===== config.mk =====
export PLATFORM = sky130hd
export DESIGN_NAME = hilo_muldiv_seq_flat
export DESIGN_NICKNAME = d
export VERILOG_FILES = /design/src/rtl/hilo_muldiv_seq_if.sv /design/src/rtl/hilo_muldiv_seq.sv /design/src/flat_wrapper.sv
export SDC_FILE = /design/constraint.sdc
export NUM_CORES = 1
export LEC_CHECK = 0
export BUFFER_PORTS_ARGS = -buffer_cell sky130_fd_sc_hd__buf_2
export CAP_MARGIN = 0
export CORE_MARGIN = 5
export CORE_UTILIZATION = 51
export DETAILED_ROUTE_END_ITERATION = 7
export GPL_TIMING_DRIVEN = 1
export PLACE_DENSITY_LB_ADDON = 0.08
export SLEW_MARGIN = 20
export SYNTH_ARGS = -nofsm -noshare
export SYNTH_HDL_FRONTEND = slang
export SYNTH_SLANG_ARGS = --single-unit

===== constraint.sdc =====
create_clock -name clk -period 11.72 [get_ports clk]
set_input_delay 1.758 -clock clk [delete_from_list [all_inputs] [get_ports clk]]
set_output_delay 1.758 -clock clk [all_outputs]
set_load 0.05 [all_outputs]

===== src/rtl/hilo_muldiv_seq_if.sv =====
// Pipeline-facing operation/result bundle for the HI/LO multiply/divide sequencer.
interface hilo_muldiv_seq_if #(
    parameter int WIDTH = 32
);
    logic             op_valid;
    logic [2:0]       op_code;
    logic [WIDTH-1:0] op_a;
    logic [WIDTH-1:0] op_b;
    logic             flush;
    logic             op_ready;
    logic             stall_out;
    logic             busy;
    logic [WIDTH-1:0] rd_data;
    logic             rd_valid;
    logic [WIDTH-1:0] hi_out;
    logic [WIDTH-1:0] lo_out;

    modport master (
        output op_valid, op_code, op_a, op_b, flush,
        input  op_ready, stall_out, busy, rd_data, rd_valid, hi_out, lo_out
    );

    modport slave (
        input  op_valid, op_code, op_a, op_b, flush,
        output op_ready, stall_out, busy, rd_data, rd_valid, hi_out, lo_out
    );
endinterface


===== src/rtl/hilo_muldiv_seq.sv =====
// Iterative HI/LO multiply (radix-2 shift-add) / restoring divide sequencer.
// Optional macro HILO_FAST_MULT_EN: single-cycle multiply straight into FIX.
module hilo_muldiv_seq #(
    parameter int WIDTH = 32
) (
    input  logic              clk,
    input  logic              rst,
    hilo_muldiv_seq_if.slave  bus
);
    localparam int CW = $clog2(WIDTH);

    typedef enum logic [1:0] {
        ST_IDLE = 2'd0,
        ST_ITER = 2'd1,
        ST_FIX  = 2'd2
    } state_e;

    localparam logic [2:0] OP_MTHI = 3'd4;
    localparam logic [2:0] OP_MTLO = 3'd5;
    localparam logic [2:0] OP_MFHI = 3'd6;
    localparam logic [2:0] OP_MFLO = 3'd7;

    function automatic logic [WIDTH-1:0] cneg_w(input logic [WIDTH-1:0] v, input logic en);
        cneg_w = en ? ({WIDTH{1'b0}} - v) : v;
    endfunction

    function automatic logic [2*WIDTH-1:0] cneg_2w(input logic [2*WIDTH-1:0] v, input logic en);
        cneg_2w = en ? ({(2*WIDTH){1'b0}} - v) : v;
    endfunction

    state_e             state_q, state_d;
    logic [WIDTH-1:0]   hi_q, hi_d;
    logic [WIDTH-1:0]   lo_q, lo_d;
    logic [WIDTH-1:0]   rd_data_q, rd_data_d;
    logic               rd_valid_q, rd_valid_d;
    logic               busy_q, busy_d;
    logic [2*WIDTH-1:0] acc_q, acc_d;
    logic [WIDTH-1:0]   opnd_q, opnd_d;
    logic [CW-1:0]      cnt_q, cnt_d;
    logic               is_div_q, is_div_d;
    logic               neg_lo_q, neg_lo_d;
    logic               neg_hi_q, neg_hi_d;

    logic               op_ready_s;
    logic               accept_s;
    logic               is_mul_op_s;
    logic               is_div_op_s;
    logic               sign_a_s;
    logic               sign_b_s;
    logic [WIDTH-1:0]   abs_a_s;
    logic [WIDTH-1:0]   abs_b_s;
    logic               start_s;
    logic [WIDTH:0]     mul_sum_s;
    logic [2*WIDTH-1:0] mul_step_s;
    logic [WIDTH:0]     div_trial_s;
    logic [2*WIDTH-1:0] div_step_s;
    logic [2*WIDTH-1:0] prod_fix_s;
    logic [WIDTH-1:0]   fix_hi_s;
    logic [WIDTH-1:0]   fix_lo_s;
    logic [2*WIDTH-1:0] mul_load_s;
    logic               fast_mul_s;

    assign op_ready_s  = (state_q == ST_IDLE);
    assign accept_s    = bus.op_valid & op_ready_s & ~bus.flush;
    assign is_mul_op_s = ~bus.op_code[2] & ~bus.op_code[1];
    assign is_div_op_s = ~bus.op_code[2] &  bus.op_code[1];
    // Codes 0 (MULT) and 2 (DIV) are the signed variants.
    assign sign_a_s    = ~bus.op_code[0] & bus.op_a[WIDTH-1];
    assign sign_b_s    = ~bus.op_code[0] & bus.op_b[WIDTH-1];
    assign abs_a_s     = cneg_w(bus.op_a, sign_a_s);
    assign abs_b_s     = cneg_w(bus.op_b, sign_b_s);
    assign start_s     = accept_s & (is_mul_op_s |
                         (is_div_op_s & (bus.op_b != {WIDTH{1'b0}})));

    // Shift-add step: add multiplicand into upper half when LSB set, then shift right with carry.
    assign mul_sum_s   = {1'b0, acc_q[2*WIDTH-1:WIDTH]} + {1'b0, opnd_q};
    assign mul_step_s  = acc_q[0] ? {mul_sum_s, acc_q[WIDTH-1:1]}
                                  : {1'b0, acc_q[2*WIDTH-1:1]};
    // Restoring step: trial subtract on the shifted partial remainder; borrow means restore.
    assign div_trial_s = acc_q[2*WIDTH-1:WIDTH-1] - {1'b0, opnd_q};
    assign div_step_s  = div_trial_s[WIDTH] ? {acc_q[2*WIDTH-2:0], 1'b0}
                                            : {div_trial_s[WIDTH-1:0], acc_q[WIDTH-2:0], 1'b1};

    assign prod_fix_s  = cneg_2w(acc_q, neg_lo_q);
    assign fix_hi_s    = is_div_q ? cneg_w(acc_q[2*WIDTH-1:WIDTH], neg_hi_q)
                                  : prod_fix_s[2*WIDTH-1:WIDTH];
    assign fix_lo_s    = is_div_q ? cneg_w(acc_q[WIDTH-1:0], neg_lo_q)
                                  : prod_fix_s[WIDTH-1:0];

`ifdef HILO_FAST_MULT_EN
    assign mul_load_s  = {{WIDTH{1'b0}}, abs_a_s} * {{WIDTH{1'b0}}, abs_b_s};
    assign fast_mul_s  = 1'b1;
`else
    assign mul_load_s  = {{WIDTH{1'b0}}, abs_b_s};
    assign fast_mul_s  = 1'b0;
`endif

    // FSM state register.
    always_ff @(posedge clk or posedge rst) begin
        if (rst) begin
            state_q <= ST_IDLE;
        end else begin
            state_q <= state_d;
        end
    end

    // FSM next-state logic; flush aborts any in-flight op.
    always_comb begin
        state_d = state_q;
        case (state_q)
            ST_IDLE: begin
                if (start_s) begin
                    state_d = (is_mul_op_s & fast_mul_s) ? ST_FIX : ST_ITER;
                end else begin
                    state_d = ST_IDLE;
                end
            end
            ST_ITER: begin
                if (bus.flush) begin
                    state_d = ST_IDLE;
                end else if (cnt_q == {CW{1'b0}}) begin
                    state_d = ST_FIX;
                end else begin
                    state_d = ST_ITER;
                end
            end
            ST_FIX:  state_d = ST_IDLE;
            default: state_d = ST_IDLE;
        endcase
    end

    // Datapath and output next values per state.
    always_comb begin
        hi_d       = hi_q;
        lo_d       = lo_q;
        rd_data_d  = rd_data_q;
        rd_valid_d = 1'b0;
        busy_d     = (state_d != ST_IDLE);
        acc_d      = acc_q;
        opnd_d     = opnd_q;
        cnt_d      = cnt_q;
        is_div_d   = is_div_q;
        neg_lo_d   = neg_lo_q;
        neg_hi_d   = neg_hi_q;
        case (state_q)
            ST_IDLE: begin
                if (accept_s) begin
                    case (bus.op_code)
                        OP_MTHI: hi_d = bus.op_a;
                        OP_MTLO: lo_d = bus.op_a;
                        OP_MFHI: begin
                            rd_data_d  = hi_q;
                            rd_valid_d = 1'b1;
                        end
                        OP_MFLO: begin
                            rd_data_d  = lo_q;
                            rd_valid_d = 1'b1;
                        end
                        default: begin
                            if (start_s) begin
                                cnt_d    = CW'(WIDTH - 1);
                                is_div_d = is_div_op_s;
                                neg_lo_d = sign_a_s ^ sign_b_s;
                                if (is_div_op_s) begin
                                    acc_d    = {{WIDTH{1'b0}}, abs_a_s};
                                    opnd_d   = abs_b_s;
                                    neg_hi_d = sign_a_s;
                                end else begin
                                    acc_d    = mul_load_s;
                                    opnd_d   = abs_a_s;
                                    neg_hi_d = sign_a_s ^ sign_b_s;
                                end
                            end else begin
                                cnt_d = cnt_q;
                            end
                        end
                    endcase
                end else begin
                    rd_valid_d = 1'b0;
                end
            end
            ST_ITER: begin
                if (!bus.flush) begin
                    acc_d = is_div_q ? div_step_s : mul_step_s;
                    cnt_d = cnt_q - {{(CW-1){1'b0}}, 1'b1};
                end else begin
                    acc_d = acc_q;
                end
            end
            ST_FIX: begin
                if (!bus.flush) begin
                    hi_d = fix_hi_s;
                    lo_d = fix_lo_s;
                end else begin
                    hi_d = hi_q;
                end
            end
            default: begin
                acc_d = acc_q;
            end
        endcase
    end

    // Datapath and output registers.
    always_ff @(posedge clk or posedge rst) begin
        if (rst) begin
            hi_q       <= {WIDTH{1'b0}};
            lo_q       <= {WIDTH{1'b0}};
            rd_data_q  <= {WIDTH{1'b0}};
            rd_valid_q <= 1'b0;
            busy_q     <= 1'b0;
            acc_q      <= {(2*WIDTH){1'b0}};
            opnd_q     <= {WIDTH{1'b0}};
            cnt_q      <= {CW{1'b0}};
            is_div_q   <= 1'b0;
            neg_lo_q   <= 1'b0;
            neg_hi_q   <= 1'b0;
        end else begin
            hi_q       <= hi_d;
            lo_q       <= lo_d;
            rd_data_q  <= rd_data_d;
            rd_valid_q <= rd_valid_d;
            busy_q     <= busy_d;
            acc_q      <= acc_d;
            opnd_q     <= opnd_d;
            cnt_q      <= cnt_d;
            is_div_q   <= is_div_d;
            neg_lo_q   <= neg_lo_d;
            neg_hi_q   <= neg_hi_d;
        end
    end

    assign bus.op_ready  = op_ready_s;
    assign bus.stall_out = bus.op_valid & ~op_ready_s;
    assign bus.busy      = busy_q;
    assign bus.rd_data   = rd_data_q;
    assign bus.rd_valid  = rd_valid_q;
    assign bus.hi_out    = hi_q;
    assign bus.lo_out    = lo_q;
endmodule

===== src/flat_wrapper.sv =====
// flat-port wrapper written by rule: the top's interface ports become plain ports
module hilo_muldiv_seq_flat 
#(
    parameter int WIDTH = 32
)
  (clk, rst, bus_op_valid, bus_op_code, bus_op_a, bus_op_b, bus_flush, bus_op_ready, bus_stall_out, bus_busy, bus_rd_data, bus_rd_valid, bus_hi_out, bus_lo_out);
  hilo_muldiv_seq_if #(.WIDTH(WIDTH)) bus_i ();
  input  logic clk;
  input  logic rst;
  input wire logic [$bits(bus_i.op_valid)-1:0] bus_op_valid;
  input wire logic [$bits(bus_i.op_code)-1:0] bus_op_code;
  input wire logic [$bits(bus_i.op_a)-1:0] bus_op_a;
  input wire logic [$bits(bus_i.op_b)-1:0] bus_op_b;
  input wire logic [$bits(bus_i.flush)-1:0] bus_flush;
  output wire logic [$bits(bus_i.op_ready)-1:0] bus_op_ready;
  output wire logic [$bits(bus_i.stall_out)-1:0] bus_stall_out;
  output wire logic [$bits(bus_i.busy)-1:0] bus_busy;
  output wire logic [$bits(bus_i.rd_data)-1:0] bus_rd_data;
  output wire logic [$bits(bus_i.rd_valid)-1:0] bus_rd_valid;
  output wire logic [$bits(bus_i.hi_out)-1:0] bus_hi_out;
  output wire logic [$bits(bus_i.lo_out)-1:0] bus_lo_out;
  assign bus_i.op_valid = bus_op_valid;
  assign bus_i.op_code = bus_op_code;
  assign bus_i.op_a = bus_op_a;
  assign bus_i.op_b = bus_op_b;
  assign bus_i.flush = bus_flush;
  assign bus_op_ready = bus_i.op_ready;
  assign bus_stall_out = bus_i.stall_out;
  assign bus_busy = bus_i.busy;
  assign bus_rd_data = bus_i.rd_data;
  assign bus_rd_valid = bus_i.rd_valid;
  assign bus_hi_out = bus_i.hi_out;
  assign bus_lo_out = bus_i.lo_out;
  hilo_muldiv_seq #(.WIDTH(WIDTH)) u_core (.clk(clk), .rst(rst), .bus(bus_i));
endmodule

==> out/metrics.yaml, run 1 <==
worst_setup_path:
  worst-path-buf-inv: 4
  worst-setup-path-type: "input port to flip-flop"
  cp_max_fo: 84
  arrival_ns: 6.28
  crit_chain: "buf_2, nor4_1, nand2_1, nor4b_4, nand2_2, o41ai_4, buf_4, and2_1, buf_4, inv_2, o21ai_0, a31oi_1, o21ai_0"
  cp_slowest_cell: "nor4b_4"
  max_stage_delay_ns: 0.63
  required_ns: 12.16
  cp-start-kind: "input port"
  cpLargestDelayFamily: "simple AND/OR/NAND/NOR gates"
  crit_path_end_kind: "flip-flop"
synthesis:
  synth_top_area_frac: 0.306
  yosysSeqAreaShare: 0.306
  synth_area_mm2: 0.0167
  yosysWarnings: 0
  synth_fp_nets: 2280
  yosys_register_bits: 204
  synth_cell_types: 83
  synth-main-ff-cell: "dfrtp_1"
  yosys.area.top_type: "dfrtp_1"
  synth_edf_count: 0
  netlist_top_cells_area: "dfrtp_1 (31%), a21oi_1 (7.9%), nor2_1 (5.7%)"
  syn_inst: 2138
  syn_area_per_cell_um2: 7.79
  synthArstFlopShare: 1.00
finish:
  fin_util: 0.575
  area_growth_pct: 11.7
  fillers: 3117
  layout_commonest_cell: "a21oi_1"
  seq_area_mm2: 0.00511
  drive_above_1_share: 0.129
  final_cell_mix: "a21oi_1 (262), nor2_1 (251), nand2_1 (206)"
  design_area_mm2: 0.0186
  multi_input_area_mm2: 0.0108
  layout.nets: 2368
route:
  wl_per_cell_um: 20.7
  dr.pass1.iters: 5
  drtIter0Drc: 1489
  vias_per_cell: 6.01
  wl_mm: 55.7
  ant_nets: 0
  drc: 0
  route.vias.total: 16200
grt:
  grt.overflow.total: 0
  grt_usage: 0.292
  grt_max_degree: 126
  grt_pass1_vias: 15100
  grt_pass1_wl_mm: 85.3
  antenna_found_initial: 0
timing:
  slew_viol_final: 0
  period_needed_ns: 5.84
  max-slew-margin-rel: 0.194
  fin_tns_setup_ns: 0
  finalSetupViolations: 0
  fmax_ghz: 0.171
  timing.final.crit_share: 0.498
  worst-slew-pin-transition_ns: 1.21
  grt_setup_unrepaired: "no"
  whs_ns: 0.499
  hold_violations: 0
  fin_skew_ns: 0.0173
power_and_ir_drop:
  total_power_uw: 4740
  peakVddDrop_mv: 0.101
  p_per_area_mw_per_mm2: 255
  p_leak_uw: 0.00807
clock_network:
  cts_hold_buffers: 0
  clock_latency_ns: 0.54
  post_cts_resized: 0
  numCtsBuffers: 25
  h-tree-depth: 1
  cts_post_setup_buffers_inserted: 0
  cts_sinks: 204
  clk_pin_slew_ns: 0.06
  clock-root-buffer: "clkbuf_16"
  cts_tree: "done"
  clockBufferDepth: 3
die:
  initial_core_util: 0.515
  fp-row-count: 66
  die_h_um: 191
  die_x_um: 191
  fp.dieArea_mm2: 0.0364
  ios: 171
  coreArea_mm2: 0.0324
placed_design:
  place_area_mm2: 0.0177
  io_buffers: 170
  gp_congestion: 0.983
  hpwl_mm: 42.2
outcome:
  status: "complete, no violations"
flow_run:
  max-cap-violations: 0
hold_path:
  min_path_type: "flip-flop to flip-flop"
cell families (layout without fill, tap and decap cells):
kind of cell	Yosys count	count (layout)	synth area share
AND/OR/NAND/NOR	716	716	0.203
AO/OA/AOI/OAI	707	707	0.258
buffers and inverters	205	312	0.0495
flip-flops	204	204	0.306
XOR/XNOR	173	173	0.0909
adder cells (fa/ha/maj)	71	71	0.0542
multiplexers	62	62	0.0381
other	0	1	0
flip-flops by register name (all words and copies together), names as in the netlist:
| name | flops |
|---|---|
| u_core.bus.hi_out | 32 |
| u_core.bus.rd_data | 32 |
| u_core.state_q | 2 |
| u_core.is_div_q | 1 |
| u_core.opnd_q | 32 |
| u_core.bus.rd_valid | 1 |
| u_core.cnt_q | 5 |
| u_core.neg_lo_q | 1 |
| u_core.neg_hi_q | 1 |
| u_core.bus.lo_out | 32 |
| u_core.acc_q | 64 |
| u_core.bus.busy | 1 |
final cells by class:
class,count,area share
antenna,1,0.000134
clock buffer,31,0.0354
clock inverter,15,0.0103
inverter,76,0.0157
multi-input combinational,1729,0.580
sequential,204,0.274
tap,442,0.0297
timing repair buffer,190,0.0540
routing by layer:
metal  share of wire  up-vias  global-route usage
met5               0        -                   0
li1                -     7830                   -
met2            0.44      644               0.461
met3           0.075      100              0.0392
met4           0.029        0              0.0815
met1            0.45     7593               0.423
worst paths after layout:
path | endpoint | slack (ns) | cells past startpoint | startpoint
worst max-delay path | u_core.acc_q[63] | 5.88 | 13 | bus_op_b[3]
worst min-delay path | u_core.bus.hi_out[10] | 0.50 | 2 | u_core.bus.hi_out[10]
worst max register to register | u_core.acc_q[35] | 7.22 | 13 | u_core.acc_q[31]
worst min register to register | u_core.bus.hi_out[10] | 0.50 | 2 | u_core.bus.hi_out[10]
max in group asynchronous | u_core.bus.rd_data[22] | 9.14 | 3 | rst
min in group asynchronous | u_core.bus.lo_out[7] | 1.37 | 2 | rst
worst min-delay path: cells and delay by family (launching register included):
kind               cells  cell delay [ns]
DFF                    1             0.35
and+or+nand+nor        1             0.05
AOI/OAI and AO/OA      1             0.06
stage by stage:
stage          std cells  setup WS [ns]
6_report            2688           5.88
5_1_grt             2687           5.53
4_1_cts             2687           5.98
3_5_place_dp        2641           5.44
3_3_place_gp        2641           5.58
2_1_floorplan       2138           4.39
synth_stat cells (all sizes together), types with 7 or more instances:
| cell type | instances |
|---|---|
| a211oi | 20 |
| a21boi | 8 |
| a21o | 30 |
| a21oi | 263 |
| a221oi | 12 |
| a22oi | 8 |
| a31oi | 27 |
| and2 | 12 |
| and3 | 13 |
| buf | 28 |
| clkbuf | 101 |
| dfrtp | 204 |
| ha | 69 |
| inv | 74 |
| mux2 | 12 |
| mux2i | 50 |
| nand2 | 208 |
| nand2b | 20 |
| nand3 | 30 |
| nand4 | 11 |
| nor2 | 255 |
| nor2b | 46 |
| nor3 | 53 |
| nor4 | 18 |
| o211ai | 21 |
| o21a | 13 |
| o21ai | 189 |
| o21bai | 13 |
| o221ai | 10 |
| o22a | 7 |
| o22ai | 7 |
| o31ai | 35 |
| o41ai | 10 |
| or3 | 17 |
| or4 | 15 |
| xnor2 | 104 |
| xor2 | 69 |
report_power, final:
part	switching (uW)	total, uW	internal [uW]
Sequential	328	1230	899
Clock	329	802	472
Combinational	1740	2710	974
Total	2390	4740	2350
(Power assumes the default switching activity.)
==> run 2: changes to the inputs <==
--- a/config.mk
+++ b/config.mk
@@ -5,6 +5,7 @@
 export SDC_FILE = /design/constraint.sdc
 export NUM_CORES = 1
 export LEC_CHECK = 0
+export ABC_AREA = 1
 export BUFFER_PORTS_ARGS = -buffer_cell sky130_fd_sc_hd__buf_2
 export CAP_MARGIN = 0
 export CORE_MARGIN = 5
==> constraint.sdc (replaced) <==
create_clock -name clk -period 5.6 [get_ports clk]
set_input_delay 0.84 -clock clk [delete_from_list [all_inputs] [get_ports clk]]
set_output_delay 0.84 -clock clk [all_outputs]
set_load 0.05 [all_outputs]
==> run 2 against run 1 <==
Against the previous run:
- global-route usage rose by 9.1 points
- critical path depth fell by 4
- non-clock buffer count shrank 2
- wire length rose by 58%
- highest routed layer is now met5
- largest power group unchanged
- critical endpoint is now u_core.acc_q[0]
- worst hold slack worse by 0.0095 ns
- largest cell class unchanged
- sequential share of layout area decreased by 4.3 points
- sequential power increased by 140%
- final cell count rose by 52%
- utilization down 0.66 points
- synthesized cell count is 61% higher
- first-iteration DRC count is 140% higher
- critical path type is now flip-flop to flip-flop
==> out/metrics.yaml, run 2 <==
placed_design:
  gp_congestion: 1.08
  io_buffers: 170
  hpwl_mm: 70.1
  placed_cells: 4029
timing:
  fin_tns_setup_ns: 0
  timing.final.crit_share: 0.747
  slew_viol_final: 0
  grt_setup_unrepaired: "no"
  whs_ns: 0.490
  fmax_ghz: 0.239
  period_needed_ns: 4.18
  worst-slew-pin-transition_ns: 1.03
  fin_skew_ns: 0.0305
  max-slew-margin-rel: 0.316
  hold_violations: 0
  finalSetupViolations: 0
power_and_ir_drop:
  p_leak_uw: 0.0115
  total_power_uw: 11900
  p_per_area_mw_per_mm2: 539
  peakVddDrop_mv: 0.294
grt:
  grt_pass1_wl_mm: 131
  antenna_found_initial: 4
  grt_usage: 0.383
  grt_pass1_vias: 21800
  grt.overflow.total: 0
  grt_max_degree: 108
clock_network:
  clock-root-buffer: "clkbuf_16"
  post_cts_resized: 0
  cts_hold_buffers: 0
  clockBufferDepth: 3
  clk_pin_slew_ns: 0.06
  cts_post_setup_buffers_inserted: 0
  clock_latency_ns: 0.56
  cts_sinks: 204
  h-tree-depth: 1
  numCtsBuffers: 24
  cts_tree: "done"
finish:
  final_cell_mix: "nand2_1 (1106), inv_1 (454), nor2_1 (411)"
  area_growth_pct: 9.52
  drive_above_1_share: 0.0847
  regMostFlops: "u_core.acc_q"
  layout.nets: 3679
  largest_reg_flops: 64
  final_cells: 4075
  layout_commonest_cell: "nand2_1"
outcome:
  status: "complete, no violations"
die:
  fp.dieArea_mm2: 0.0436
  die_x_um: 209
  fp-row-count: 72
  ios: 171
  die_h_um: 209
  coreArea_mm2: 0.0388
  initial_core_util: 0.519
synthesis:
  synthArstFlopShare: 1.00
  syn_area_per_cell_um2: 5.85
  yosysWarnings: 0
  synth_commonest_cells: "nand2_1 (1106), inv_1 (455), nor2_1 (413)"
  synth_edf_count: 0
  synth-main-ff-cell: "dfrtp_1"
  synth_top_area_frac: 0.253
  synth_area_mm2: 0.0202
  yosysSeqAreaShare: 0.253
  synth_cell_types: 47
  yosys.area.top_type: "dfrtp_1"
  yosys_register_bits: 204
  syn_inst: 3444
  synth.most_common_cell: "nand2_1"
  netlist_top_cells_area: "dfrtp_1 (25%), nand2_1 (21%), nand3_1 (8.8%)"
  synth_fp_nets: 3586
route:
  drtIter0Drc: 3514
  wl_mm: 88.0
  drc: 0
  wl_per_cell_um: 21.6
  dr.pass1.iters: 7
  route.vias.total: 24200
  vias_per_cell: 5.94
  ant_nets: 0
worst_setup_path:
  cpLargestDelayFamily: "simple AND/OR/NAND/NOR gates"
  path_depth: 9
  cp_max_fo: 55
  max_stage_delay_ns: 0.74
  path_common_cell: "inv_2"
  crit_path_end_kind: "flip-flop"
  cp-start-kind: "flip-flop"
  worst-path-buf-inv: 4
  required_ns: 6.01
  worst-setup-path-type: "flip-flop to flip-flop"
  arrival_ns: 4.59
  cp_slowest_cell: "clkinv_2"
  crit_chain: "inv_2, nor2_1, inv_2, nor2_2, inv_2, nand2_4, clkinv_2, nor2_1, a21oi_1"
  ff2ff_path_depth: 9
flow_run:
  max-cap-violations: 0
hold_path:
  min_path_type: "input port to async pin"
-- run 2: layout make-up --
cell class | instances | area, um^2
antenna | 3 | 7.51
clock inverter | 13 | 174
sequential | 204 | 5110
clock buffer | 30 | 653
tap | 518 | 648
fill | 3936 | 16800
inverter | 470 | 1770
timing repair buffer | 188 | 998
multi-input combinational | 2649 | 12700
-- run 2: cell families after synthesis --
logic type | after synthesis | share of synthesized area
adders and majority gates | 71 | 0.0448
DFF | 204 | 0.253
and+or+nand+nor | 2023 | 0.419
AOI/OAI and AO/OA | 501 | 0.142
xor gates and xnor gates | 54 | 0.0235
buffers and inverters | 591 | 0.117
-- run 2: where the power goes --
group | internal, uW | switching [uW] | leakage (uW) | total, uW
Combinational | 2100 | 5190 | 0.00868 | 7290
Clock | 975 | 699 | 0.000401 | 1670
Sequential | 1930 | 994 | 0.00239 | 2920
Total | 5000 | 6880 | 0.0115 | 11900
-- run 2: per-layer routing --
metal,share of wire,vias up,wire (um),global-route usage
li1,-,11200,-,-
met1,0.41,11200,35900,0.550
met2,0.41,1535,35800,0.557
met3,0.13,256,11600,0.0891
met4,0.052,4,4610,0.155
met5,0.00056,-,49,0
-- run 2: path summary, 6_finish.rpt --
check	start	end	slack (ns)
worst max-delay path	u_core.state_q[0]	u_core.acc_q[0]	1.42
worst min-delay path	rst	u_core.bus.hi_out[29]	0.49
worst max register to register	u_core.state_q[0]	u_core.acc_q[0]	1.42
worst min register to register	u_core.bus.lo_out[15]	u_core.bus.lo_out[15]	0.51
max in group asynchronous	rst	u_core.bus.rd_data[14]	3.87
min in group clk	u_core.bus.lo_out[15]	u_core.bus.lo_out[15]	0.51
-- run 2: through the flow --
stage	cell area, um^2	setup WS [ns]	utilization
6_report	22100	1.42	0.568
5_1_grt	22100	1.09	0.568
4_1_cts	22100	1.59	0.568
3_5_place_dp	21200	1.58	0.547
3_3_place_gp	21200	1.77	0.547
2_1_floorplan	20200	2.12	-
